[src/rtl/ex_mem_stage_if.sv]
// EX/MEM stage bundle: execute-side inputs, data-memory bus and memory-stage outputs.
// The slave modport is the stage itself; the master modport is its environment.
interface ex_mem_stage_if #(
    parameter int unsigned DW = 32
);
    logic          ValidE;
    logic          RegWriteE;
    logic          MemWriteE;
    logic          MemtoRegE;
    logic          PCSrcE;
    logic [DW-1:0] ALUResultE;
    logic [DW-1:0] WriteDataE;
    logic [3:0]    WA3E;

    logic          DReq;
    logic          DWe;
    logic [DW-1:0] DAddr;
    logic [DW-1:0] DWData;
    logic          DAck;
    logic [DW-1:0] DRData;

    logic          StallM;
    logic          ValidM;
    logic          RegWriteM;
    logic          MemtoRegM;
    logic          PCSrcM;
    logic [DW-1:0] ALUOutM;
    logic [DW-1:0] ReadDataM;
    logic [3:0]    WA3M;
    logic          MemTimeout;

    modport master (
        output ValidE, RegWriteE, MemWriteE, MemtoRegE, PCSrcE, ALUResultE, WriteDataE, WA3E,
        output DAck, DRData,
        input  DReq, DWe, DAddr, DWData,
        input  StallM, ValidM, RegWriteM, MemtoRegM, PCSrcM, ALUOutM, ReadDataM, WA3M,
        input  MemTimeout
    );

    modport slave (
        input  ValidE, RegWriteE, MemWriteE, MemtoRegE, PCSrcE, ALUResultE, WriteDataE, WA3E,
        input  DAck, DRData,
        output DReq, DWe, DAddr, DWData,
        output StallM, ValidM, RegWriteM, MemtoRegM, PCSrcM, ALUOutM, ReadDataM, WA3M,
        output MemTimeout
    );
endinterface

[src/rtl/ex_mem_stage.sv]
// EX/MEM pipeline register with a blocking data-memory access FSM (IDLE/BUSY/DONE)
// and a bounded wait that aborts the access after TMO+1 unacknowledged cycles.
module ex_mem_stage #(
    parameter int unsigned DW  = 32,
    parameter int unsigned TMO = 15
) (
    input logic          i_clk,
    input logic          i_rst,
    ex_mem_stage_if.slave bus
);
    localparam int unsigned CW = (TMO < 1) ? 1 : $clog2(TMO + 1);

    typedef enum logic [1:0] {StIdle, StBusy, StDone} state_e;

    state_e        r_state;
    state_e        w_state_d;
    logic [CW-1:0] r_cnt;
    logic [CW-1:0] w_cnt_d;
    logic          r_abort;
    logic          w_abort_d;

    logic          r_valid;
    logic          r_reg_write;
    logic          r_mem_write;
    logic          r_memto_reg;
    logic          r_pc_src;
    logic [DW-1:0] r_alu_result;
    logic [DW-1:0] r_write_data;
    logic [3:0]    r_wa3;
    logic [DW-1:0] r_read_data;

    logic          w_busy;
    logic          w_load;
    logic          w_mem_op;
    logic          w_commit;

    always_comb begin
        w_busy    = (r_state == StBusy);
        w_load    = ~w_busy;
        // A load whose condition failed arrives with RegWriteE=0 and must not touch memory.
        w_mem_op  = bus.ValidE & (bus.MemWriteE | (bus.MemtoRegE & bus.RegWriteE));
        w_state_d = r_state;
        w_cnt_d   = r_cnt;
        w_abort_d = r_abort;
        case (r_state)
            StBusy: begin
                if (bus.DAck) begin
                    w_state_d = StDone;
                end else if (r_cnt == CW'(TMO)) begin
                    w_abort_d = 1'b1;
                    w_state_d = StDone;
                end else begin
                    w_cnt_d = r_cnt + 1'b1;
                end
            end
            default: begin
                w_state_d = w_mem_op ? StBusy : StIdle;
                w_cnt_d   = '0;
                w_abort_d = 1'b0;
            end
        endcase
    end

    always_ff @(posedge i_clk or posedge i_rst) begin
        if (i_rst) begin
            r_state      <= StIdle;
            r_cnt        <= '0;
            r_abort      <= 1'b0;
            r_valid      <= 1'b0;
            r_reg_write  <= 1'b0;
            r_mem_write  <= 1'b0;
            r_memto_reg  <= 1'b0;
            r_pc_src     <= 1'b0;
            r_alu_result <= '0;
            r_write_data <= '0;
            r_wa3        <= '0;
            r_read_data  <= '0;
        end else begin
            r_state <= w_state_d;
            r_cnt   <= w_cnt_d;
            r_abort <= w_abort_d;
            if (w_load) begin
                r_valid      <= bus.ValidE;
                r_reg_write  <= bus.RegWriteE;
                r_mem_write  <= bus.MemWriteE;
                r_memto_reg  <= bus.MemtoRegE;
                r_pc_src     <= bus.PCSrcE;
                r_alu_result <= bus.ALUResultE;
                r_write_data <= bus.WriteDataE;
                r_wa3        <= bus.WA3E;
            end
            if (w_busy && bus.DAck) begin
                r_read_data <= bus.DRData;
            end
        end
    end

    assign w_commit       = r_valid & ~w_busy & ~r_abort;

    assign bus.DReq       = w_busy;
    assign bus.DWe        = w_busy & r_mem_write;
    assign bus.DAddr      = r_alu_result;
    assign bus.DWData     = r_write_data;
    assign bus.StallM     = w_busy;
    assign bus.ValidM     = r_valid;
    assign bus.RegWriteM  = r_reg_write & w_commit;
    assign bus.PCSrcM     = r_pc_src & w_commit;
    assign bus.MemtoRegM  = r_memto_reg;
    assign bus.ALUOutM    = r_alu_result;
    assign bus.WA3M       = r_wa3;
    assign bus.ReadDataM  = r_read_data;
    assign bus.MemTimeout = (r_state == StDone) & r_abort;
endmodule

[src/flat_wrapper.sv]
// flat-port wrapper written by rule: the top's interface ports become plain ports
module ex_mem_stage_flat 
#(
    parameter int unsigned DW  = 32,
    parameter int unsigned TMO = 15
)
  (i_clk, i_rst, bus_ValidE, bus_RegWriteE, bus_MemWriteE, bus_MemtoRegE, bus_PCSrcE, bus_ALUResultE, bus_WriteDataE, bus_WA3E, bus_DAck, bus_DRData, bus_DReq, bus_DWe, bus_DAddr, bus_DWData, bus_StallM, bus_ValidM, bus_RegWriteM, bus_MemtoRegM, bus_PCSrcM, bus_ALUOutM, bus_ReadDataM, bus_WA3M, bus_MemTimeout);
  ex_mem_stage_if #(.DW(DW)) bus_i ();
  input logic i_clk;
  input logic i_rst;
  input wire logic [$bits(bus_i.ValidE)-1:0] bus_ValidE;
  input wire logic [$bits(bus_i.RegWriteE)-1:0] bus_RegWriteE;
  input wire logic [$bits(bus_i.MemWriteE)-1:0] bus_MemWriteE;
  input wire logic [$bits(bus_i.MemtoRegE)-1:0] bus_MemtoRegE;
  input wire logic [$bits(bus_i.PCSrcE)-1:0] bus_PCSrcE;
  input wire logic [$bits(bus_i.ALUResultE)-1:0] bus_ALUResultE;
  input wire logic [$bits(bus_i.WriteDataE)-1:0] bus_WriteDataE;
  input wire logic [$bits(bus_i.WA3E)-1:0] bus_WA3E;
  input wire logic [$bits(bus_i.DAck)-1:0] bus_DAck;
  input wire logic [$bits(bus_i.DRData)-1:0] bus_DRData;
  output wire logic [$bits(bus_i.DReq)-1:0] bus_DReq;
  output wire logic [$bits(bus_i.DWe)-1:0] bus_DWe;
  output wire logic [$bits(bus_i.DAddr)-1:0] bus_DAddr;
  output wire logic [$bits(bus_i.DWData)-1:0] bus_DWData;
  output wire logic [$bits(bus_i.StallM)-1:0] bus_StallM;
  output wire logic [$bits(bus_i.ValidM)-1:0] bus_ValidM;
  output wire logic [$bits(bus_i.RegWriteM)-1:0] bus_RegWriteM;
  output wire logic [$bits(bus_i.MemtoRegM)-1:0] bus_MemtoRegM;
  output wire logic [$bits(bus_i.PCSrcM)-1:0] bus_PCSrcM;
  output wire logic [$bits(bus_i.ALUOutM)-1:0] bus_ALUOutM;
  output wire logic [$bits(bus_i.ReadDataM)-1:0] bus_ReadDataM;
  output wire logic [$bits(bus_i.WA3M)-1:0] bus_WA3M;
  output wire logic [$bits(bus_i.MemTimeout)-1:0] bus_MemTimeout;
  assign bus_i.ValidE = bus_ValidE;
  assign bus_i.RegWriteE = bus_RegWriteE;
  assign bus_i.MemWriteE = bus_MemWriteE;
  assign bus_i.MemtoRegE = bus_MemtoRegE;
  assign bus_i.PCSrcE = bus_PCSrcE;
  assign bus_i.ALUResultE = bus_ALUResultE;
  assign bus_i.WriteDataE = bus_WriteDataE;
  assign bus_i.WA3E = bus_WA3E;
  assign bus_i.DAck = bus_DAck;
  assign bus_i.DRData = bus_DRData;
  assign bus_DReq = bus_i.DReq;
  assign bus_DWe = bus_i.DWe;
  assign bus_DAddr = bus_i.DAddr;
  assign bus_DWData = bus_i.DWData;
  assign bus_StallM = bus_i.StallM;
  assign bus_ValidM = bus_i.ValidM;
  assign bus_RegWriteM = bus_i.RegWriteM;
  assign bus_MemtoRegM = bus_i.MemtoRegM;
  assign bus_PCSrcM = bus_i.PCSrcM;
  assign bus_ALUOutM = bus_i.ALUOutM;
  assign bus_ReadDataM = bus_i.ReadDataM;
  assign bus_WA3M = bus_i.WA3M;
  assign bus_MemTimeout = bus_i.MemTimeout;
  ex_mem_stage #(.DW(DW), .TMO(TMO)) u_core (.i_clk(i_clk), .i_rst(i_rst), .bus(bus_i));
endmodule
[config.mk]
export PLATFORM = sky130hd
export DESIGN_NAME = ex_mem_stage_flat
export DESIGN_NICKNAME = d
export VERILOG_FILES = /design/src/rtl/ex_mem_stage_if.sv /design/src/rtl/ex_mem_stage.sv /design/src/flat_wrapper.sv
export SDC_FILE = /design/constraint.sdc
export NUM_CORES = 1
export LEC_CHECK = 0
export BUFFER_PORTS_ARGS = -buffer_cell sky130_fd_sc_hd__clkbuf_2
export CAP_MARGIN = 20
export CELL_PAD_IN_SITES_DETAIL_PLACEMENT = 1
export CELL_PAD_IN_SITES_GLOBAL_PLACEMENT = 1
export CORE_AREA = 2 2 117 130
export CTS_CLUSTER_DIAMETER = 100
export DETAILED_ROUTE_END_ITERATION = 8
export DIE_AREA = 0 0 119 132
export PLACE_DENSITY_LB_ADDON = 0.15
export REMOVE_ABC_BUFFERS = 1
export SLEW_MARGIN = 10
export SYNTH_ARGS = -nofsm -noshare
export SYNTH_HDL_FRONTEND = slang
export SYNTH_SLANG_ARGS = --single-unit
[constraint.sdc]
create_clock -name i_clk -period 3.85 [get_ports i_clk]
set_clock_uncertainty 0.15 [all_clocks]
set_input_delay 0.385 -clock i_clk [delete_from_list [all_inputs] [get_ports i_clk]]
set_output_delay 0.385 -clock i_clk [all_outputs]
set_load 0.005 [all_outputs]
# After elaboration in Yosys (flattened, before gate mapping)
# Index checks and enable logic that the tools add are counted.
totals:
  output_inout_bits: 140
  mem_bits_ro: 0
  wordCells: 44
  n_memories: 0
  latchBits: 0
  inputBits: 108
  ram_bits: 0
  reg_bits: 112
classes:
  mux: 10
  n_lt_le_gt_ge: 0
  mul: 0
  bitwise: 11
  div: 0
  n_reduce_logical: 3
  n_shift: 0
  add_sub_neg: 1
  n_eq_ne: 7
ops:
  columns: ["op", "count"]
  rows:
  - ["2-to-1 mux 4 bit", 3]
  - ["bitwise AND 1 bit", 8]
  - ["2-to-1 mux 2 bit", 3]
  - ["inequality test 2 bit, second input constant", 3]
  - ["adder 4 x 1 -> 4 bit, second input constant", 1]
  - ["== test 4 bit, second input constant", 1]
  - ["2-to-1 mux 1 bit", 4]
  - ["AND reduction 2 bit", 2]
  - ["inequality test 3 bit, second input constant", 1]
  - ["== test 2 x 1 -> 1 bit, second input constant", 1]
  - ["== test 2 bit, second input constant", 1]
  - ["inverter 1 bit", 2]
  - ["logical AND 1 bit", 1]
  - ["OR 1 bit", 1]

# Depth between registers and ports, before layout
logic_depth:
  depth_word: 5
  mapped_depth: 7
  depth_no_buf: 4

# Worst setup path before layout
# OpenSTA, ideal clock, no wires.
synth_path:
  path_type: "register to output"
  start: "reg u_core.r_state[1]"
  end: "out bus_StallM"
  stages_incl_launch_ff: 6
  required_time_ns: 3.315
  slack_ns: 2.163
  n_path_buf: 3
  t_arrival_ns: 1.152
  path_cell_list: "dfrtp_1 -> nand2b_1 -> buf_6 -> inv_6 -> clkbuf_1 -> buf_4"
synth_between:
  elab_chain_cells: 1
synth_rtl:
  columns: ["item", "line_no", "text"]
  rows:
  - ["from (decl)", "ex_mem_stage.sv:15", "state_e r_state;"]
  - ["from (signal assigned)", "ex_mem_stage.sv:66", "r_state <= StIdle;"]
  - ["from (signal assigned)", "ex_mem_stage.sv:79", "r_state <= w_state_d;"]
  - ["== test 2 x 1 -> 1 bit", "ex_mem_stage.sv:38", "w_busy = (r_state == StBusy);"]
  - ["to (decl)", "flat_wrapper.sv:25", "output wire logic [$bits(bus_i.StallM)-1:0] bus_StallM;"]
# Every way passes these cells.

# Final worst setup path
layout_path:
  start: "reg u_core.r_state[0]"
  end: "out bus_PCSrcM"
layout_between:
  elab_chain_cells: 5
layout_rtl:
  columns: ["item", "line_no", "text"]
  rows:
  - ["== test 2 x 1 -> 1 bit", "ex_mem_stage.sv:38", null]
  - ["inverter 1 bit", null, null]
  - ["bitwise AND 1 bit (2 in series)", "ex_mem_stage.sv:98", "assign w_commit = r_valid & ~w_busy & ~r_abort;"]
  - ["bitwise AND 1 bit", "ex_mem_stage.sv:107", "assign bus.PCSrcM = r_pc_src & w_commit;"]
  - ["to (decl)", "flat_wrapper.sv:29", "output wire logic [$bits(bus_i.PCSrcM)-1:0] bus_PCSrcM;"]
# Every way passes these cells.

==> flow_summary.yaml <==
outcome:
  status: "finished clean"
routing:
  routed_wl_um: 12300
  vias: 3672
  drt_iter0_markers: 112
  route.met2.wl_um: 6010
  met3_length_um: 968
  highest_layer: "met4"
  ant_nets: 0
  vias_per_cell: 4.31
  met1Wirelength_um: 5100
  wl_per_cell_um: 14.5
  drc: 0
  first_pass_iters: 4
die:
  rows: 46
  initial_core_util: 0.324
  die_h_um: 132
  die-area_sq_um: 15700
  pin_count: 248
  die_w_um: 119
  core-area_sq_um: 14300
placed_design:
  dp_cells: 833
  io_buffers: 247
  gp_congestion: 0.735
  dp_hpwl_um: 8810
layout:
  layout-drive-gt1-share: 0.460
  num-nets-final: 763
  syn_to_final_growth_pct: 33.1
  fillers: 1670
  fin_cells: 851
  post-route-util: 0.431
  diodes: 0
timing:
  layout_min_cycle_time_ps: 2500
  hold_viol: 0
  timing.hold.ws_ps: 73.7
  rsz0062_at_grt: "no"
  setup_viol: 0
  fmax_mhz: 400
  relSlewSlack: 0.445
  fin_crit_sh: 0.649
  tightest_slew_ps: 832
  drv_slew: 0
  setup_tns_ps: 0
synth:
  syn_inst: 444
  yosys_register_bits: 112
  synth_top_area_frac: 0.604
  synth_common_cells: "nand2_1, dfrtp_1, buf_4"
  mappedNetlistArea_sq_um: 4640
  yosysMostFrequentCell: "nand2_1"
  seq_area_frac_synth: 0.604
  netlist_top_cells_area: "dfrtp_1, nand2_1, mux2_4, buf_4, buf_6"
  synth-edff-count: 0
  syn_area_per_cell_sq_um: 10.5
  yosysTopAreaCell: "dfrtp_1"
  synth_async_sr_flop_share: 1.00
  netlist-cell-type-count: 25
  synthFlopType: "dfrtp_1"
  yosys_warnings: 0
hold_path:
  hp-class: "in2reg"
clock_network:
  clk_pin_slew_worst_paths_ps: 80
  cts_root_buffer: "clkbuf_16"
  clk_latency_ps: 350
  cts_buffer_depth: 2
  cts_htree_levels: 3
  post_cts_buffers: 0
  clock_sinks: 112
  cts_hold_buffers: 0
  cts_buffers: 9
  cts_tree: "yes"
  post_cts_resized: 0
global_routing:
  grt_overflow: 0
  grt_pass1_vias: 3878
  grt_start_max_net_pins: 84
  antenna_found_initial: 0
  grt_pass1_wl_um: 20000
  track_usage: 0.159
flow_run:
  maxCapViolCount: 0
pwr:
  power.density_nw_per_um2: 595
  ir_drop_mv: 0.200
  p_leak_nw: 3.58
setup_path:
  reg2reg_slack_ps: 1640
  critPathRequiredTime_ps: 3310
  crit_type: "reg2out"
  cp.arrival_ps: 1960
  cp-end-kind: "primary output"
  setup.worst_path.start_class: "flip-flop"
  crit_fanout: 80
[metal layers]
metal | up-vias | track usage
met2 | 141 | 0.265
met5 | - | 0
met3 | 13 | 0.0506
met4 | 0 | 0.0635
met1 | 1753 | 0.191
li1 | 1765 | -
[cell type report]
type	count	area [sq um]	share of cell area
multi-input cells	276	1470	0.237
clock inverters	5	103	0.0166
inverters	3	18.8	0.00304
clock buffers	11	253	0.0409
repair buffers	252	1300	0.210
flip-flops and latches	112	2800	0.454
well taps	192	240	0.0389
[per-stage QoR]
stage / area, sq um / worst slack [ps] / total power (W)
after floorplan: 4280 / 310 / 0.00209
after global placement: 5790 / 1620 / 0.00258
after detailed placement: 5790 / 1610 / 0.00262
after CTS: 6140 / 1280 / 0.00375
after global routing: 6180 / 1170 / 0.00391
final: 6180 / 1350 / 0.00368
[worst max-delay path, stage by stage (launching register included)]
cell and delay (ps):
dfrtp_1 400, nand2b_2 120, buf_4 670, and4b_1 300
clkbuf_2 130
[sequential cells by signal (all words and copies together) (netlist names)]
name                  flops
u_core.r_state            2
u_core.r_cnt              4
u_core.r_mem_write        1
u_core.bus.DWData        32
u_core.bus.ValidM         1
u_core.bus.ALUOutM       32
u_core.r_reg_write        1
u_core.r_abort            1
u_core.r_pc_src           1
u_core.bus.MemtoRegM      1
u_core.bus.WA3M           4
u_core.bus.ReadDataM     32
[cells by family after synthesis]
family	count (synthesis)	share of synthesized area
XOR/XNOR	1	0.00189
AND/OR/NAND/NOR	233	0.196
AO/OA/AOI/OAI	9	0.0121
buffers and inverters	56	0.0811
flip-flops	112	0.604
multiplexers	32	0.102
adder cells (fa/ha/maj)	1	0.00269
[power breakdown]
part / internal, W / switching [W] / leakage [nW]
registers: 0.00145 / 0.000176 / 1.35
logic: 0.000505 / 0.000441 / 2.06
clock network: 0.000671 / 0.000429 / 0.172
[layout by cell type (no fill, tap or decap), drive strengths merged]
master	count
o21a	1
clkbuf	258
nand2b	1
inv	3
nand2	220
a21o	1
ha	1
buf	4
a21oi	1
and4b	3
a211oi	1
xnor2	1
nor2	5
clkinvlp	1
dlygate4sd3	1
bufinv	3
a31oi	3
clkinv	1
o21ai	2
nand3	1
nor2b	2
and2	1
mux2	32
dfrtp	112
[path summary, 6_finish.rpt]
check / start / end / cells after the start
setup / recovery: u_core.r_state[0] / bus_PCSrcM / 4
hold / removal: bus_ALUResultE[15] / u_core.bus.ALUOutM[15] / 3
setup reg to reg: u_core.r_state[1] / u_core.bus.ReadDataM[28] / 4
hold reg to reg: u_core.bus.DWData[12] / u_core.bus.DWData[12] / 2
max in group asynchronous: i_rst / u_core.bus.ALUOutM[14] / 5
min in group asynchronous: i_rst / u_core.r_mem_write / 3
Power figures use the tool's default switching activity.
